**config.mk**
```make
export PLATFORM = sky130hd
export DESIGN_NAME = uart_tx_fifo_flat
export DESIGN_NICKNAME = d
export VERILOG_FILES = /design/src/rtl/uart_tx_fifo_if.sv /design/src/rtl/uart_tx_fifo.sv /design/src/flat_wrapper.sv
export SDC_FILE = /design/constraint.sdc
export NUM_CORES = 1
export LEC_CHECK = 0
export BUFFER_PORTS_ARGS = -buffer_cell sky130_fd_sc_hd__buf_2
export CORE_ASPECT_RATIO = 0.9
export CORE_MARGIN = 4
export CORE_UTILIZATION = 60
export CTS_CLUSTER_SIZE = 30
export DETAILED_ROUTE_END_ITERATION = 10
export GPL_ROUTABILITY_DRIVEN = 0
export PLACE_DENSITY = 0.79
export SKIP_CTS_REPAIR_TIMING = 1
export SYNTH_ARGS = -nofsm -noshare
export SYNTH_HDL_FRONTEND = slang
export SYNTH_SLANG_ARGS = --single-unit
```
**constraint.sdc**
```tcl
create_clock -name clk -period 3.8 [get_ports clk]
set_input_delay 0.76 -clock clk [delete_from_list [all_inputs] [get_ports clk]]
set_output_delay 0.76 -clock clk [all_outputs]
set_load 0.01 [all_outputs]
```
**src/rtl/uart_tx_fifo_if.sv**
```systemverilog
// Producer-side bus of the UART transmitter: write handshake for the TX FIFO
// plus the status flags the APB register block reads back.
interface uart_tx_fifo_if #(
  parameter int PAYLOAD_BITS = 8,
  parameter int FIFO_DEPTH   = 4
);
  localparam int LW = $clog2(FIFO_DEPTH) + 1;

  logic [PAYLOAD_BITS-1:0] uart_tx_data;
  logic                    uart_tx_valid;
  logic                    uart_tx_ready;
  logic                    uart_tx_busy;
  logic                    uart_tx_done;
  logic [LW-1:0]           uart_tx_level;

  // Producer (APB side): pushes words, observes status.
  modport master (
    output uart_tx_data, uart_tx_valid,
    input  uart_tx_ready, uart_tx_busy, uart_tx_done, uart_tx_level
  );

  // Transmitter: accepts words, reports status.
  modport slave (
    input  uart_tx_data, uart_tx_valid,
    output uart_tx_ready, uart_tx_busy, uart_tx_done, uart_tx_level
  );
endinterface

```
**src/rtl/uart_tx_fifo.sv**
```systemverilog
// UART transmitter with a small synchronous TX FIFO.
// Frame: idle high, start bit 0, LSB-first payload, optional parity,
// STOP_BITS stop bits. Bit timing uses the same integer formula as the
// UART receiver so both ends agree on CYCLES_PER_BIT.
module uart_tx_fifo #(
  parameter int BIT_RATE     = 115200,
  parameter int CLK_HZ       = 10_000_000,
  parameter int PAYLOAD_BITS = 8,
  parameter int STOP_BITS    = 1,
  parameter int PARITY       = 0,
  parameter int FIFO_DEPTH   = 4
) (
  input  logic           clk,
  input  logic           reset,
  uart_tx_fifo_if.slave  tx_if,
  output logic           uart_txd
);

  localparam int BIT_P          = 1_000_000_000 / BIT_RATE;
  localparam int CLK_P          = 1_000_000_000 / CLK_HZ;
  localparam int CYCLES_PER_BIT = BIT_P / CLK_P;
  localparam int AW             = $clog2(FIFO_DEPTH);
  localparam int LW             = AW + 1;
  localparam int CW             = (CYCLES_PER_BIT > 1) ? $clog2(CYCLES_PER_BIT) : 1;
  localparam int BW             = $clog2(PAYLOAD_BITS + STOP_BITS);

  localparam logic [CW-1:0] CYC_LAST   = CW'(CYCLES_PER_BIT - 1);
  localparam logic [BW-1:0] DATA_LAST  = BW'(PAYLOAD_BITS - 1);
  localparam logic [BW-1:0] STOP_LAST  = BW'(STOP_BITS - 1);
  localparam logic          ODD_PARITY = (PARITY == 1);
  localparam logic          HAS_PARITY = (PARITY != 0);

  typedef enum logic [2:0] {
    S_IDLE   = 3'd0,
    S_START  = 3'd1,
    S_DATA   = 3'd2,
    S_PARITY = 3'd3,
    S_STOP   = 3'd4
  } state_t;

  // ---------------------------------------------------------------------------
  // TX FIFO
  // ---------------------------------------------------------------------------
  logic [PAYLOAD_BITS-1:0] mem [FIFO_DEPTH];
  logic [AW-1:0]           wr_ptr, rd_ptr;
  logic [LW-1:0]           count;
  logic                    full, empty, push, pop;
  logic [PAYLOAD_BITS-1:0] head;

  // ready derives only from the registered count, so pop never reaches it.
  assign full  = (count == LW'(FIFO_DEPTH));
  assign empty = (count == '0);
  assign push  = tx_if.uart_tx_valid && !full;
  assign head  = mem[rd_ptr];

  // Storage array write port.
  // NOTE: the data array has no reset; pointers and count define what is valid,
  // so a reset flushes the FIFO without clearing every entry.
  always_ff @(posedge clk) begin
    if (push) mem[wr_ptr] <= tx_if.uart_tx_data;
  end

  // Pointers wrap naturally at FIFO_DEPTH (power of two); count tracks occupancy.
  // NOTE: sequential state uses non-blocking assignments so every register
  // samples pre-edge values regardless of statement order.
  always_ff @(posedge clk or posedge reset) begin
    if (reset) begin
      wr_ptr <= '0;
      rd_ptr <= '0;
      count  <= '0;
    end else begin
      if (push) wr_ptr <= wr_ptr + AW'(1);
      if (pop)  rd_ptr <= rd_ptr + AW'(1);
      case ({push, pop})
        2'b10:   count <= count + LW'(1);
        2'b01:   count <= count - LW'(1);
        default: count <= count;
      endcase
    end
  end

  // ---------------------------------------------------------------------------
  // Transmit FSM
  // ---------------------------------------------------------------------------
  state_t                  state_q, state_d;
  logic [PAYLOAD_BITS-1:0] shift_q, shift_d;
  logic                    par_q, par_d;
  logic [CW-1:0]           cyc_q, cyc_d;
  logic [BW-1:0]           bit_q, bit_d;
  logic                    txd_d, done_q, done_d;
  logic                    bit_end;

  assign bit_end = (cyc_q == CYC_LAST);

  // Next-state, datapath and pop decode; txd is derived from the next state so
  // the pin register changes on the same edge as the state.
  // NOTE: every variable gets a default at the top so no path leaves one
  // unassigned, which would otherwise infer a latch.
  always_comb begin
    state_d = state_q;
    shift_d = shift_q;
    par_d   = par_q;
    cyc_d   = cyc_q;
    bit_d   = bit_q;
    pop     = 1'b0;
    done_d  = 1'b0;

    case (state_q)
      S_IDLE: begin
        cyc_d = '0;
        bit_d = '0;
        if (!empty) begin
          pop     = 1'b1;
          shift_d = head;
          par_d   = (^head) ^ ODD_PARITY;
          state_d = S_START;
        end
      end
      S_START: begin
        if (bit_end) begin
          cyc_d   = '0;
          state_d = S_DATA;
        end else begin
          cyc_d = cyc_q + CW'(1);
        end
      end
      S_DATA: begin
        if (bit_end) begin
          cyc_d = '0;
          if (bit_q == DATA_LAST) begin
            bit_d   = '0;
            state_d = HAS_PARITY ? S_PARITY : S_STOP;
          end else begin
            shift_d = shift_q >> 1;
            bit_d   = bit_q + BW'(1);
          end
        end else begin
          cyc_d = cyc_q + CW'(1);
        end
      end
      S_PARITY: begin
        if (bit_end) begin
          cyc_d   = '0;
          bit_d   = '0;
          state_d = S_STOP;
        end else begin
          cyc_d = cyc_q + CW'(1);
        end
      end
      S_STOP: begin
        if (bit_end) begin
          cyc_d = '0;
          if (bit_q == STOP_LAST) begin
            bit_d  = '0;
            done_d = 1'b1;
            if (!empty) begin
              // Back-to-back frame: no idle gap between stop and start.
              pop     = 1'b1;
              shift_d = head;
              par_d   = (^head) ^ ODD_PARITY;
              state_d = S_START;
            end else begin
              state_d = S_IDLE;
            end
          end else begin
            bit_d = bit_q + BW'(1);
          end
        end else begin
          cyc_d = cyc_q + CW'(1);
        end
      end
      default: begin
        state_d = S_IDLE;
        cyc_d   = '0;
        bit_d   = '0;
      end
    endcase

    case (state_d)
      S_START:  txd_d = 1'b0;
      S_DATA:   txd_d = shift_d[0];
      S_PARITY: txd_d = par_d;
      default:  txd_d = 1'b1;
    endcase
  end

  // FSM state, counters, shift register and the registered TX pin.
  always_ff @(posedge clk or posedge reset) begin
    if (reset) begin
      state_q  <= S_IDLE;
      shift_q  <= '0;
      par_q    <= 1'b0;
      cyc_q    <= '0;
      bit_q    <= '0;
      uart_txd <= 1'b1;
      done_q   <= 1'b0;
    end else begin
      state_q  <= state_d;
      shift_q  <= shift_d;
      par_q    <= par_d;
      cyc_q    <= cyc_d;
      bit_q    <= bit_d;
      uart_txd <= txd_d;
      done_q   <= done_d;
    end
  end

  assign tx_if.uart_tx_ready = !full;
  assign tx_if.uart_tx_busy  = (state_q != S_IDLE) || !empty;
  assign tx_if.uart_tx_done  = done_q;
  assign tx_if.uart_tx_level = count;

endmodule

```
**src/flat_wrapper.sv**
```systemverilog
// flat-port wrapper written by rule: the top's interface ports become plain ports
module uart_tx_fifo_flat 
#(
  parameter int BIT_RATE     = 115200,
  parameter int CLK_HZ       = 10_000_000,
  parameter int PAYLOAD_BITS = 8,
  parameter int STOP_BITS    = 1,
  parameter int PARITY       = 0,
  parameter int FIFO_DEPTH   = 4
)
  (clk, reset, uart_txd, tx_if_uart_tx_data, tx_if_uart_tx_valid, tx_if_uart_tx_ready, tx_if_uart_tx_busy, tx_if_uart_tx_done, tx_if_uart_tx_level);
  uart_tx_fifo_if #(.PAYLOAD_BITS(PAYLOAD_BITS), .FIFO_DEPTH(FIFO_DEPTH)) tx_if_i ();
  input  logic clk;
  input  logic reset;
  output logic uart_txd;
  input wire logic [$bits(tx_if_i.uart_tx_data)-1:0] tx_if_uart_tx_data;
  input wire logic [$bits(tx_if_i.uart_tx_valid)-1:0] tx_if_uart_tx_valid;
  output wire logic [$bits(tx_if_i.uart_tx_ready)-1:0] tx_if_uart_tx_ready;
  output wire logic [$bits(tx_if_i.uart_tx_busy)-1:0] tx_if_uart_tx_busy;
  output wire logic [$bits(tx_if_i.uart_tx_done)-1:0] tx_if_uart_tx_done;
  output wire logic [$bits(tx_if_i.uart_tx_level)-1:0] tx_if_uart_tx_level;
  assign tx_if_i.uart_tx_data = tx_if_uart_tx_data;
  assign tx_if_i.uart_tx_valid = tx_if_uart_tx_valid;
  assign tx_if_uart_tx_ready = tx_if_i.uart_tx_ready;
  assign tx_if_uart_tx_busy = tx_if_i.uart_tx_busy;
  assign tx_if_uart_tx_done = tx_if_i.uart_tx_done;
  assign tx_if_uart_tx_level = tx_if_i.uart_tx_level;
  uart_tx_fifo #(.BIT_RATE(BIT_RATE), .CLK_HZ(CLK_HZ), .PAYLOAD_BITS(PAYLOAD_BITS), .STOP_BITS(STOP_BITS), .PARITY(PARITY), .FIFO_DEPTH(FIFO_DEPTH)) u_core (.clk(clk), .reset(reset), .tx_if(tx_if_i), .uart_txd(uart_txd));
endmodule
```
==> results_dict.tcl, run 1 <==
set metrics [dict create \
    status "finished, final reports clean" \
    tns_ns 0 \
    stdcell_count 302 \
    cp_data_arrival_time_ns 3.30 \
    synthMuxAreaShare 0.0648 \
    cts.path.max_buffers 2 \
    yosysSeqAreaShare 0.601 \
    multi_input_area_sq_um 1060 \
    critical_path_peak_fanout 14 \
    ys.flop_type "edfxtp_1" \
    synthesis.area_sq_um 2940 \
    dp_cells 286 \
    crit_path_end_kind "register" \
    worstSetupPathType "reg -> reg" \
    drc 0 \
    yosys_warnings 0 \
    p_per_area_nw_per_um2 532 \
    max_clock_freq_ghz 0.329 \
    drt-met1-wl_microns 2300 \
    seq_area_sq_um 1760 \
    routed_via_density 5.65 \
    nFillCells 313 \
    port-buffer-count 17 \
    worst_pin_slew_ns 0.648 \
    synth-seq-cells 64 \
    met3_length_microns 266 \
    synth-adder-area-share 0.0452 \
    num_vias 1706 \
    fin_worst_skew_ns 0.00803 \
    hp-class "in -> async" \
    synth-simple-area-share 0.104 \
    core_sq_um 4580 \
    setup_violations 0 \
    syn_to_final_growth_pct 11.2 \
    wire_per_inst_microns 16.2 \
    cts_tree "done" \
    start_util 0.642 \
    grt_antenna_before_repair 0 \
    cts.sinks 64 \
    synth_edf_count 32 \
    yosys.cell_types.count 46 \
    drt_iter0_markers 189 \
    cp_cell_sequence "inv_1 -> ha_1 -> or3b_4 -> or3_4 -> a21boi_4 -> ha_1 -> inv_1 -> fa_1 -> xor2_1 -> nor2_1 -> xor2_1" \
    htreeDepth 3 \
    slowest_delay_ns 0.43 \
    slowest_stage "dfrtp_1" \
    ys_async_sr_fraction 0.500 \
    grt_usage 0.200 \
    grt_remaining_overflow 0 \
    die_w_microns 81.7 \
    rsz0062_at_grt "no" \
    final_common_cell "edfxtp_1" \
    dpl.hpwl_microns 3490 \
    drtPass1Iterations 5 \
    maxCapViolations 0 \
    most-common-layout-cells "edfxtp_1, dfrtp_1, inv_1" \
    clockRootBuffer "clkbuf_8" \
    cellLeakagePower_nw 1.30 \
    synth_top_family_by_area "simple AND/OR/NAND/NOR gates" \
    clk_pin_slew_ns 0.08 \
    numCtsBuffers 9 \
    fin_nets 256 \
    fp.dieArea_sq_um 6080 \
    wl_met2_microns 2260 \
    grt_pass1_vias 1783 \
    avgSynthCellArea_sq_um 13.8 \
    relSlewSlack 0.568 \
    grt_pass1_wl_microns 8760 \
    synth_nets 234 \
    die_h_microns 74.4 \
    clock_latency_ns 0.35 \
    drv_slew 0 \
    grt_max_degree 33 \
    drive_gt1_frac 0.221 \
    final_antenna_net_count 0 \
    wl_microns 4890 \
    hold_viol 0 \
    synthXorXnorAreaFrac 0.0592 \
    synthCells 213 \
    rows 23 \
    post-route-min-period_ns 3.04 \
    fin_crit_sh 0.800 \
    worstPathRequired_ns 4.06 \
    insertedDiodeCount 0 \
    start_kind "register" \
    synth-compound-area-share 0.0882 \
    highest_layer "met4" \
    ioPinCount 18 \
    ir_drop_mv 0.530 \
]
metal layers:
layer,track usage,up-vias
li1,-,820
met1,0.283,841
met2,0.297,39
met3,0.0738,6
met4,0.0554,0
met5,0,-
cell usage after synthesis (2+ instances only):
| master | n | area [sq um] |
|---|---|---|
| edfxtp_1 | 32 | 961 |
| dfrtp_1 | 31 | 776 |
| inv_1 | 18 | 67.6 |
| nor2_1 | 14 | 52.6 |
| xnor2_1 | 13 | 114 |
| ha_1 | 9 | 113 |
| nand2_1 | 9 | 33.8 |
| mux4_2 | 8 | 180 |
| nand3_1 | 7 | 35.0 |
| a222oi_1 | 6 | 60.1 |
| and3_1 | 6 | 37.5 |
| o21ai_0 | 5 | 25.0 |
| xor2_1 | 5 | 43.8 |
| a21oi_1 | 4 | 20.0 |
| nand3b_1 | 4 | 30.0 |
| a21o_1 | 3 | 22.5 |
| clkbuf_1 | 3 | 11.3 |
| nor3_1 | 3 | 15.0 |
| a22o_1 | 2 | 17.5 |
| a31oi_1 | 2 | 12.5 |
| buf_6 | 2 | 22.5 |
| nor2b_1 | 2 | 12.5 |
| o21ai_1 | 2 | 10.0 |
layout make-up:
| type | instances | area share |
|---|---|---|
| Multi-Input combinational cell | 124 | 0.325 |
| Tap cell | 62 | 0.0238 |
| Inverter | 18 | 0.0207 |
| Clock inverter | 7 | 0.0241 |
| Sequential cell | 64 | 0.540 |
| Timing Repair Buffer | 18 | 0.0284 |
| Clock buffer | 9 | 0.0379 |
per-stage QoR:
step	setup WS, ns	hold WS [ns]	total power [W]	utilization	cell area [sq um]
final	0.761	0.467	0.00174	0.713	3260
after global routing	0.615	0.505	0.00184	0.713	3260
after CTS	0.740	0.470	0.00176	0.713	3260
after detailed placement	0.803	0.473	0.00117	0.669	3060
after global placement	0.958	0.469	0.00115	0.669	3060
after floorplan	1.10	0.450	0.00107	-	2940
logic make-up (layout without fill, tap and decap cells):
logic type,after synthesis,after routing
DFF,64,64
muxes,9,9
AOI/OAI and AO/OA,32,32
xor gates and xnor gates,19,19
and+or+nand+nor,54,54
buffers and inverters,25,52
adders and majority gates,10,10
registers in the layout, indices dropped and copies added, names as in the netlist, 2 cells and up:
register / count
u_core.mem: 32
u_core.shift_q: 8
u_core.cyc_q: 7
u_core.bit_q: 4
u_core.state_q: 3
u_core.tx_if.uart_tx_level: 3
u_core.rd_ptr: 2
u_core.wr_ptr: 2
worst max-delay path: cells and delay by family (launching register included):
family | cells | cell delay [ns]
xor+xnor | 2 | 0.33
fa+ha+maj | 3 | 0.77
compound gates | 1 | 0.40
buf+inv | 2 | 0.15
simple gates | 3 | 0.88
flops | 1 | 0.43
power breakdown:
part	total (W)	internal, W	switching [W]
Combinational	0.000276	0.000115	0.000161
Sequential	0.000874	0.000832	0.0000422
Clock	0.000585	0.000308	0.000278
worst paths after layout:
check / start / end / slack [ns] / depth (start not counted)
worst max-delay path: u_core.bit_q[0] / u_core.tx_if.uart_tx_level[2] / 0.76 / 11
worst min-delay path: reset / u_core.tx_if.uart_tx_level[0] / 0.47 / 3
worst max register to register: u_core.bit_q[0] / u_core.tx_if.uart_tx_level[2] / 0.76 / 11
worst min register to register: u_core.shift_q[0] / u_core.shift_q[0] / 0.49 / 1
max in group asynchronous: reset / u_core.uart_txd / 3.00 / 3
min in group clk: u_core.shift_q[0] / u_core.shift_q[0] / 0.49 / 1
Power figures use the tool's default switching activity.
==> inputs of run 2 (changes only) <==
--- a/config.mk
+++ b/config.mk
@@ -8,11 +8,11 @@
 export BUFFER_PORTS_ARGS = -buffer_cell sky130_fd_sc_hd__buf_2
 export CORE_ASPECT_RATIO = 0.9
 export CORE_MARGIN = 4
-export CORE_UTILIZATION = 60
+export CORE_UTILIZATION = 54
 export CTS_CLUSTER_SIZE = 30
 export DETAILED_ROUTE_END_ITERATION = 10
 export GPL_ROUTABILITY_DRIVEN = 0
-export PLACE_DENSITY = 0.79
+export PLACE_DENSITY = 0.75
 export SKIP_CTS_REPAIR_TIMING = 1
 export SYNTH_ARGS = -nofsm -noshare
 export SYNTH_HDL_FRONTEND = slang
==> constraint.sdc (replaced) <==
create_clock -name clk -period 2.75 [get_ports clk]
set_input_delay 0.55 -clock clk [delete_from_list [all_inputs] [get_ports clk]]
set_output_delay 0.55 -clock clk [all_outputs]
set_load 0.01 [all_outputs]
==> results_dict.tcl, run 2 (synthesized netlist as in run 1, its figures left out) <==
set metrics [dict create \
    relSlewSlack 0.614 \
    most-common-layout-cells "edfxtp_1, dfrtp_1, inv_1" \
    grt_remaining_overflow 0 \
    hold_viol 0 \
    slowest_stage "dfrtp_1" \
    core_sq_um 5260 \
    largest_register_ffs 32 \
    p_comb_frac 0.153 \
    die_w_microns 85.7 \
    post-route-min-period_ns 2.62 \
    worstPathRequired_ns 3.03 \
    cts.path.max_buffers 2 \
    worst_pin_slew_ns 0.579 \
    drt_iter0_markers 96 \
    stdcell_count 312 \
    drv_slew 0 \
    final_antenna_net_count 0 \
    status "finished, final reports clean" \
    crit_path_end_kind "register" \
    fp.dieArea_sq_um 6680 \
    critical_path_peak_fanout 3 \
    post-place-ws_ns 0.0587 \
    start_kind "register" \
    power_frac_seq 0.483 \
    p_int_w 0.00183 \
    cellLeakagePower_nw 1.34 \
    top_regs "u_core.mem: 32 flops, u_core.shift_q: 8 flops, u_core.cyc_q: 7 flops" \
    total_power_w 0.00251 \
    routed_via_density 5.38 \
    grt_max_degree 33 \
    ir_drop_mv 0.769 \
    rows 25 \
    worstSetupPathType "reg -> reg" \
    grt_pass1_vias 1729 \
    num_vias 1680 \
    p_sw_w 0.000675 \
    post_dp_cell_area_sq_um 3090 \
    ioPinCount 18 \
    maxCapViolations 0 \
    dp_cells 294 \
    grt_pass1_wl_microns 8510 \
    max_clock_freq_ghz 0.381 \
    cp_cell_sequence "inv_1 -> ha_1 -> or3b_4 -> or3_4 -> a21boi_4 -> ha_4 -> inv_1 -> fa_1 -> xor2_1 -> nor2_1 -> xor2_1" \
    clock_latency_ns 0.35 \
    grt_antenna_before_repair 0 \
    fin_worst_skew_ns 0.0130 \
    syn_to_final_growth_pct 13.9 \
    critPathBufInv 2 \
    final_common_cell "edfxtp_1" \
    p_per_area_nw_per_um2 749 \
    wire_per_inst_microns 15.8 \
    finish.instance_area_sq_um 3340 \
    htreeDepth 3 \
    drc 0 \
    path_delay_family "simple AND/OR/NAND/NOR gates" \
    cp_data_arrival_time_ns 2.90 \
    clk_pin_slew_ns 0.08 \
    grt_usage 0.171 \
    clockRootBuffer "clkbuf_8" \
    cts_tree "done" \
    drive_gt1_frac 0.241 \
    fin_ws_ns 0.125 \
    p_sw_frac 0.269 \
    die_h_microns 77.9 \
    hp-class "in -> async" \
    cts.sinks 64 \
    insertedDiodeCount 0 \
    drtPass1Iterations 4 \
    fin_crit_sh 0.955 \
    regMostFlops "u_core.mem" \
    p_clk_frac 0.364 \
    slowest_delay_ns 0.40 \
    numCtsBuffers 9 \
    dpl.hpwl_microns 3350 \
    setup_violations 0 \
    wl_microns 4920 \
    start_util 0.559 \
    port-buffer-count 17 \
    fin_nets 261 \
]
==> run 2: final cells by class <==
type,count,area [sq um]
repair buffers,23,130
inverters,18,67.6
clock inverters,7,103
flip-flops and latches,64,1760
multi-input cells,124,1070
clock buffers,9,124
fillers,392,1910
well taps,67,83.8
==> run 2: path summary, 6_finish.rpt <==
check	depth (start not counted)	end	slack [ns]	from
worst max-delay path	11	u_core.tx_if.uart_tx_level[2]	0.13	u_core.bit_q[1]
worst min-delay path	3	u_core.tx_if.uart_tx_level[0]	0.26	reset
worst max register to register	11	u_core.tx_if.uart_tx_level[2]	0.13	u_core.bit_q[1]
worst min register to register	1	u_core.shift_q[0]	0.48	u_core.shift_q[0]
max in group asynchronous	3	u_core.uart_txd	2.15	reset
min in group clk	1	u_core.mem[1][0]	0.42	tx_if_uart_tx_data[0]
==> run 2: tightest hold or removal path, cell delays in order <==
cell and delay, ns:
buf_2 0.09, inv_1 0.04, buf_4 0.35
==> run 2: metal layers <==
| layer | vias to the layer above | part of all wire | global-route usage |
|---|---|---|---|
| li1 | 829 | - | - |
| met5 | - | 0 | 0 |
| met2 | 32 | 0.46 | 0.245 |
| met3 | 4 | 0.047 | 0.0722 |
| met4 | 0 | 0.011 | 0.0570 |
| met1 | 815 | 0.48 | 0.236 |
==> run 2: stage by stage <==
| step | hold slack (ns) | TNS, ns | utilization |
|---|---|---|---|
| 5_1_grt | 0.285 | -0.0170 | 0.636 |
| 2_1_floorplan | 0.450 | 0 | - |
| 3_5_place_dp | 0.470 | 0 | 0.588 |
| 3_3_place_gp | 0.462 | 0 | 0.588 |
| 4_1_cts | 0.269 | 0 | 0.631 |
| 6_report | 0.264 | 0 | 0.636 |
==> run 2: power by group through the flow <==
stage	clock network, W	registers (W)	logic, W
2_1_floorplan	0	0.00122	0.000264
3_3_place_gp	0	0.00122	0.000364
3_5_place_dp	0	0.00123	0.000377
4_1_cts	0.000929	0.00121	0.000387
5_1_grt	0.000980	0.00123	0.000436
6_report	0.000913	0.00121	0.000383
